### config.mk
export PLATFORM = sky130hd
export DESIGN_NAME = store_align_buffer
export DESIGN_NICKNAME = d
export VERILOG_FILES = /design/src/rtl/store_align_buffer.sv
export SDC_FILE = /design/constraint.sdc
export NUM_CORES = 1
export LEC_CHECK = 0
export CAP_MARGIN = 0
export CORE_MARGIN = 2
export CORE_UTILIZATION = 29
export CTS_CLUSTER_DIAMETER = 50
export CTS_CLUSTER_SIZE = 16
export DETAILED_ROUTE_END_ITERATION = 10
export GPL_TIMING_DRIVEN = 0
export REMOVE_ABC_BUFFERS = 1
export SLEW_MARGIN = 10
export SYNTH_ARGS = -nofsm -noshare
export SYNTH_HDL_FRONTEND = slang
export SYNTH_SLANG_ARGS = --single-unit
export TNS_END_PERCENT = 10
### constraint.sdc
create_clock -name clk -period 5.7 [get_ports clk]
set_clock_uncertainty 0.05 [all_clocks]
set_input_delay 1.14 -clock clk [delete_from_list [all_inputs] [get_ports clk]]
set_output_delay 1.14 -clock clk [all_outputs]
set_load 0.005 [all_outputs]
### src/rtl/store_align_buffer.sv
// store_align_buffer: aligns execute-stage stores onto the byte lanes of a
// 32-bit data memory, queues up to DEPTH of them and drains them in order
// with a req/ack handshake.
// Optional feature macro: STORE_MISALIGN_TRAP_EN (misaligned sh/sw dropped,
// st_misalign pulsed); undefined -> low address bits truncated.
// Ports:
//   clk, rst_n                  clock, async active-low reset
//   st_valid/st_ready           store request handshake
//   st_addr/st_data/st_funct3   byte address, rs2 value, sb/sh/sw select
//   mem_req/mem_ack             write request / one-cycle accept
//   mem_addr/mem_wdata/mem_wstrb word address, lane data, byte enables
//   busy                        queue non-empty or write outstanding
//   st_misalign                 misaligned-store pulse (trap build only)
module store_align_buffer #(
  parameter int unsigned DEPTH  = 4,
  parameter int unsigned ADDR_W = 32
) (
  input  logic              clk,
  input  logic              rst_n,
  input  logic              st_valid,
  output logic              st_ready,
  input  logic [ADDR_W-1:0] st_addr,
  input  logic [31:0]       st_data,
  input  logic [2:0]        st_funct3,
  output logic              mem_req,
  input  logic              mem_ack,
  output logic [ADDR_W-1:0] mem_addr,
  output logic [31:0]       mem_wdata,
  output logic [3:0]        mem_wstrb,
  output logic              busy,
  output logic              st_misalign
);

  localparam int unsigned PTR_W = (DEPTH > 1) ? $clog2(DEPTH) : 1;
  localparam int unsigned CNT_W = $clog2(DEPTH + 1);

  typedef struct packed {
    logic [ADDR_W-3:0] waddr;
    logic [31:0]       wdata;
    logic [3:0]        wstrb;
  } entry_t;

  typedef enum logic {IDLE, ISSUE} state_t;

  state_t           state, next_state;
  entry_t           fifo [DEPTH];
  logic [PTR_W-1:0] wr_ptr, rd_ptr;
  logic [CNT_W-1:0] count, count_next;
  logic [1:0]       off;
  logic             legal, misalign, push, pop, mem_req_d;
  entry_t           enq;

  assign off = st_addr[1:0];

  // Lane alignment and strobe generation for the incoming store
  always_comb begin
    legal     = 1'b1;
    enq.waddr = st_addr[ADDR_W-1:2];
    enq.wdata = '0;
    enq.wstrb = '0;
    case (st_funct3)
      3'b000: begin
        enq.wdata = {4{st_data[7:0]}};
        enq.wstrb = 4'b0001 << off;
      end
      3'b001: begin
        enq.wdata = {2{st_data[15:0]}};
        enq.wstrb = off[1] ? 4'b1100 : 4'b0011;
      end
      3'b010: begin
        enq.wdata = st_data;
        enq.wstrb = 4'b1111;
      end
      default: legal = 1'b0;
    endcase
  end

`ifdef STORE_MISALIGN_TRAP_EN
  assign misalign = ((st_funct3 == 3'b001) && off[0]) ||
                    ((st_funct3 == 3'b010) && (off != 2'b00));

  // One-cycle pulse following the accepting edge of a misaligned store
  always_ff @(posedge clk or negedge rst_n) begin
    if (!rst_n) st_misalign <= 1'b0;
    else        st_misalign <= st_valid && st_ready && misalign;
  end
`else
  assign misalign    = 1'b0;
  assign st_misalign = 1'b0;
`endif

  // Illegal and trapped stores complete the handshake but are not queued
  assign push = st_valid && st_ready && legal && !misalign;

  // Drain FSM: state register
  always_ff @(posedge clk or negedge rst_n) begin
    if (!rst_n) state <= IDLE;
    else        state <= next_state;
  end

  // Drain FSM: next-state logic
  always_comb begin
    next_state = state;
    case (state)
      IDLE:    if (count != '0) next_state = ISSUE;
      ISSUE:   if (mem_ack && (count == '0)) next_state = IDLE;
      default: next_state = IDLE;
    endcase
  end

  // Drain FSM: pop decision and next-cycle request
  always_comb begin
    pop       = 1'b0;
    mem_req_d = (next_state == ISSUE);
    case (state)
      IDLE:    pop = (count != '0);
      ISSUE:   pop = mem_ack && (count != '0);
      default: pop = 1'b0;
    endcase
  end

  assign count_next = count + CNT_W'(push) - CNT_W'(pop);

  // Queue storage needs no reset; validity is tracked by count
  always_ff @(posedge clk) begin
    if (push) fifo[wr_ptr] <= enq;
  end

  // Pointers, occupancy and registered outputs
  always_ff @(posedge clk or negedge rst_n) begin
    if (!rst_n) begin
      wr_ptr    <= '0;
      rd_ptr    <= '0;
      count     <= '0;
      st_ready  <= 1'b1;
      mem_req   <= 1'b0;
      busy      <= 1'b0;
      mem_addr  <= '0;
      mem_wdata <= '0;
      mem_wstrb <= '0;
    end else begin
      if (push) wr_ptr <= PTR_W'(wr_ptr + 1'b1);
      if (pop) begin
        rd_ptr    <= PTR_W'(rd_ptr + 1'b1);
        mem_addr  <= {fifo[rd_ptr].waddr, 2'b00};
        mem_wdata <= fifo[rd_ptr].wdata;
        mem_wstrb <= fifo[rd_ptr].wstrb;
      end
      count    <= count_next;
      // Full-ness is judged on the settled count, so a same-cycle pop never reopens early
      st_ready <= (count_next != CNT_W'(DEPTH));
      mem_req  <= mem_req_d;
      busy     <= (count_next != '0) || (next_state == ISSUE);
    end
  end

endmodule

# [Word-level counts from Yosys, hierarchy flattened]
# Memories as Yosys holds them, arrays and structs flattened. A register that Yosys moved wholly into a read port is not among the register bits.
# Index checks and enable logic that the tools add are counted.
# Widths: inputs -> output; s select.
[classes] n_addsub=4 n_eq_ne=3 shifts=1 mux=9 bitwise=1 n_reduce_logical=11
[op_table] cell="$pmux 36 s3" n=1
[op_table] cell="$logic_not 3->1" n=2
[op_table] cell="$reduce_bool 3->1" n=2
[op_table] cell="$mux 1" n=5
[op_table] cell="$add 2x1->2 const B" n=2
[op_table] cell="$logic_and 1x1->1" n=4
[op_table] cell="$mux 4" n=1
[op_table] cell="$pmux 1 s2" n=2
[op_table] cell="$shl 1x2->4 const A" n=1
[op_table] cell="$add 3x1->3" n=1
[op_table] cell="$eq 3x1->1 const B" n=1
[op_table] cell="$eq 3x2->1 const B" n=1
[op_table] cell="$ne 3x3->1 const B" n=1
[op_table] cell="$reduce_or 3->1" n=1
[op_table] cell="$sub 3x1->3" n=1
[op_table] cell="$logic_not 1->1" n=1
[op_table] cell="$logic_or 1x1->1" n=1
[op_table] cell="$not 1->1" n=1
[word_totals] ff_bits=10 ram_bits=264 inputBits=71 output_inout_bits=72 elab_cells=36 mem_count=1
[memory_table] memory="fifo" depth=4 word_bits=66 rd=1 rd_ports_with_merged_regs=1 wr=1 line_no="46" rtl="entry_t fifo [DEPTH];"

# [Logic depth before layout (Yosys ltp)]
[depth] ltp_word=8 mapped_depth=12 depth_no_buf=10

# [Least setup slack after synthesis]
# Ideal clock, no wire load.
[synth_timing] path_type="input to register" start="input port st_funct3[2]" end="memory fifo[0][0] (netlist name), enable pin" setup_time_ns=0.431 t_arrival_ns=3.429 required_ns=5.219 setup_slack_ns=1.790 cell_stages=5 n_path_buf=2 path_cell_list="clkbuf_1 > a21oi_1 > and3_1 > clkbuf_1 > and2_1"
[synth_via] elab_chain_cells=6 word_cells_on_any_way=8 cone_classes="eq/ne: 2; mux: 3; reduce/logical: 3"
[synth_rtl] element="start: declaration" line_no="24" rtl="input logic [2:0] st_funct3,"
[synth_rtl] element="$eq 3x2->1, or another cell as far along" line_no="61" rtl="case (st_funct3)"
[synth_rtl] element="$reduce_or 3->1 (no source line) *"
[synth_rtl] element="$mux 1 *" line_no="61"
[synth_rtl] element="$logic_and 1x1->1 *" line_no="93" rtl="assign push = st_valid && st_ready && legal && !misalign;"
[synth_rtl] element="$mux 1 *" line_no="126" rtl="if (push) fifo[wr_ptr] <= enq;"
[synth_rtl] element="$mux 1 (not written as such) *" line_no="126"
[synth_rtl] element="end: declaration" line_no="46"
# Mark *: on every way between the ends. The rest lies on a longest branch, timed or not.

# [Worst setup path in the final report]
[layout_timing] start="input port st_funct3[2]" end="register busy"
[layout_via] elab_chain_cells=8 word_cells_on_any_way=10 cone_classes="add/sub: 2; eq/ne: 2; mux: 1; reduce/logical: 5"
[layout_rtl] element="$eq 3x2->1, or another cell as far along" line_no="61"
[layout_rtl] element="$reduce_or 3->1 (no source line) *"
[layout_rtl] element="$mux 1 *" line_no="61"
[layout_rtl] element="$logic_and 1x1->1 *" line_no="93"
[layout_rtl] element="$add 3x1->3 *" line_no="122" rtl="assign count_next = count + CNT_W'(push) - CNT_W'(pop);"
[layout_rtl] element="$sub 3x1->3 *" line_no="122"
[layout_rtl] element="named net count_next[2]" line_no="48" rtl="logic [CNT_W-1:0] count, count_next;"
[layout_rtl] element="$reduce_bool 3->1 *" line_no="153" rtl="busy <= (count_next != '0) || (next_state == ISSUE);"
[layout_rtl] element="$logic_or 1x1->1 *" line_no="153"
[layout_rtl] element="end signal: assignment" line_no="153"
[layout_rtl] element="end: declaration" line_no="30" rtl="output logic busy,"
# The timed path passes the listed nets; every way through them passes the cells marked *.
# A chain may end at the register's enable or synchronous reset.

==> results.md <==
- Arrival time worst endpoint: 5.17 ns
- Final setup viols: 0
- Yosys warns: 0
- Maximum Capacitance Violations: 0
- Post-Synth Adder-Cell Area: 0.00725
- DRC Markers: 0
- Routed Antenna Nets: 0
- DR iter-0 viols: 420
- CORE AREA: 0.0444 mm²
- Fraction of the mapped netlist area in simple logic gates: 0.0254
- Actual slew at the worst max-slew pin: 1.06 ns
- Total GRT Usage: 0.124
- Status: finished clean
- Main combinational cell family by area after synthesis: multiplexers
- First-pass GRT wire length: 43,400 µm
- DRT Wirelength: 28,500 µm
- Hold_buf cts: 0
- Leakage power: 5.74 nW
- CTS tree: done
- Critical Path Sink Type: register
- Max Root-Sink Buffers: 3
- Post-synthesis xor/xnor area fraction: 0.00401
- Setup bufs post-CTS: 0
- Synth area leaders: edfxtp_1 60%, dfrtp_1 14%, mux4_2 11%
- VDD IR max: 0.220 mV
- Crit path time final: 4.80 ns
- Required @ worst endpoint: 6.07 ns
- Routability cong.: 0.694
- Most frequent cells in the layout: 264 x edfxtp_1, 138 x clkdlybuf4s50_1, 73 x dfrtp_1, 66 x mux4_2, 49 x mux2_2
- Post-DR vias/cell: 4.55
- Vias in the first global route: 6,864
- Hold Fails Final Rpt: 0
- Final period utilization: 0.842
- Crit-path cells: clkdlybuf4s50_1 -> a21oi_2 -> and3_1 -> inv_1 -> ha_1 -> inv_1 -> ha_1 -> fa_1 -> xnor2_1 -> xnor2_1 -> or4_1
- Nets: 873
- Flops & latches, synth: 340
- Worst hold-check path type: reg2reg
- Seq/Total Area, Yosys: 0.749
- Non-Filler Instances: 1,418
- Slowest CP cell: clkdlybuf4s50_1
- Die H: 217 µm
- Via count: 6,446
- Fraction of layout cells with a size suffix above 1: 0.272
- Critical path's largest stage delay: 0.96 ns
- Post-synthesis compound-gate area fraction: 0.0190
- Top cell type's share of synthesized area: 0.604
- Initial antenna violation count: 0
- Ant. Diodes: 0
- FMAX: 0.208 GHz
- Slew margin rel.: 0.289
- Clock transition at path regs: 0.07 ns
- Cells after Synth: 637
- H-tree depth: 2
- Max-slew violations: 0
- Post-CTS resize count: 0
- # clock sinks: 340
- Commonest non-fill, non-tap cell in the layout: edfxtp_1
- Largest net degree at the start of global routing: 42
- Ys flop type: edfxtp_1
- # IOs: 143
- Worst Slack Setup Final: 0.900 ns
- RSZ-0062 raised after global routing: false
- Syn_area_per_cell: 20.6 µm²
- Num CTS Buffers: 39
- Synth area leader: edfxtp_1
- Die width: 217 µm
- First drt pass iteration count: 4
- Row Count: 77
- Initial Util: 0.295
- Max FO, Critical Path: 25
- GR Overflow Total: 0
- Delay-heaviest family, CP: buffers and inverters
- Bufs and invs on worst path: 3
- Ys async rst share: 0.224
- EDFF count, synth: 264
- Area Overhead vs Synth: 27.2%
- Setup TNS: 0 ns
- Number of fill cells in the layout: 4,063
- Power Density: 487 mW/mm²
- I/O Buffers: 139
- Placed cells: 1,346
- CP Class: in2reg
- Netlist Area Pre-Place: 0.0131 mm²
- Startpoint type of the worst setup path: input pin
- Setup WS pre-CTS: 0.269 ns
- DP HPWL: 17,900 µm
- Worst skew pair latency: 0.54 ns
- Total power: 8.13 mW
- WL/cell: 20.1 µm
- CTS root buffer: clkbuf_16
- Mux contribution to synthesized area: 0.176
- Synth cell types: 33
- Die ar.: 0.0470 mm²
[state kept, by name (all words and copies together), names as in the netlist]
signal     flops
st_ready       1
count          3
fifo         264
mem_wstrb      4
busy           1
rd_ptr         2
wr_ptr         2
mem_wdata     32
mem_req        1
mem_addr      30
[cell families after synthesis]
kind of cell / count (synthesis)
AO/OA/AOI/OAI: 38
XOR/XNOR: 6
adder cells (fa/ha/maj): 7
buffers and inverters: 44
flip-flops: 340
multiplexers: 133
other: 1
AND/OR/NAND/NOR: 68
[final cells by class]
class	count	area (µm²)	share of cell area
repair buffers	151	1690	0.101
inverters	8	30.0	0.00180
flip-flops and latches	340	9840	0.590
clock buffers	42	1020	0.0611
multi-input cells	255	3070	0.184
clock inverters	30	292	0.0175
well taps	592	741	0.0444
[stage by stage]
stage	utilization	area, µm²	hold WS, ns
after global placement	0.339	15000	0.439
after detailed placement	0.346	15400	0.444
after floorplan	-	12900	0.438
after CTS	0.376	16700	0.431
final	0.376	16700	0.454
after global routing	0.376	16700	0.447
[worst paths after layout]
check | cells after the start | to | slack, ns | startpoint
max in group asynchronous | 2 | mem_wdata[26] | 4.53 | rst_n
min in group asynchronous | 1 | mem_addr[15] | 0.46 | rst_n
setup / recovery | 11 | busy | 0.90 | st_funct3[2]
hold reg to reg | 1 | mem_addr[2] | 0.45 | mem_addr[2]
setup reg to reg | 9 | busy | 2.80 | count[0]
hold / removal | 1 | mem_addr[2] | 0.45 | mem_addr[2]
[cell usage after synthesis (3+ instances only)]
| library cell | number |
|---|---|
| a21oi_1 | 19 |
| a21o_1 | 8 |
| nor2_1 | 12 |
| mux4_2 | 66 |
| and2_1 | 12 |
| xnor2_1 | 3 |
| nand2_1 | 26 |
| xor2_1 | 3 |
| clkbuf_1 | 10 |
| edfxtp_1 | 264 |
| ha_1 | 6 |
| nand2b_1 | 10 |
| mux2_2 | 49 |
| buf_1 | 7 |
| buf_2 | 11 |
| dfrtp_1 | 75 |
| nor2b_1 | 4 |
| inv_1 | 8 |
| mux2_4 | 18 |
| buf_4 | 4 |
| a2bb2oi_1 | 8 |
[routing by layer]
metal / wire length [µm] / track usage / vias to the layer above
li1: - / - / 2844
met1: 12500 / 0.164 / 3379
met2: 13700 / 0.201 / 180
met3: 1670 / 0.0296 / 43
met4: 629 / 0.0427 / 0
met5: 0 / 0 / -
[power breakdown]
part / switching (mW) / total [mW] / internal [mW] / leakage [nW]
clock network: 1.10 / 2.50 / 1.40 / 0.640
logic: 0.841 / 2.23 / 1.38 / 1.81
registers: 0.274 / 3.40 / 3.12 / 3.30
total: 2.22 / 8.13 / 5.91 / 5.74
(Power assumes the default switching activity.)
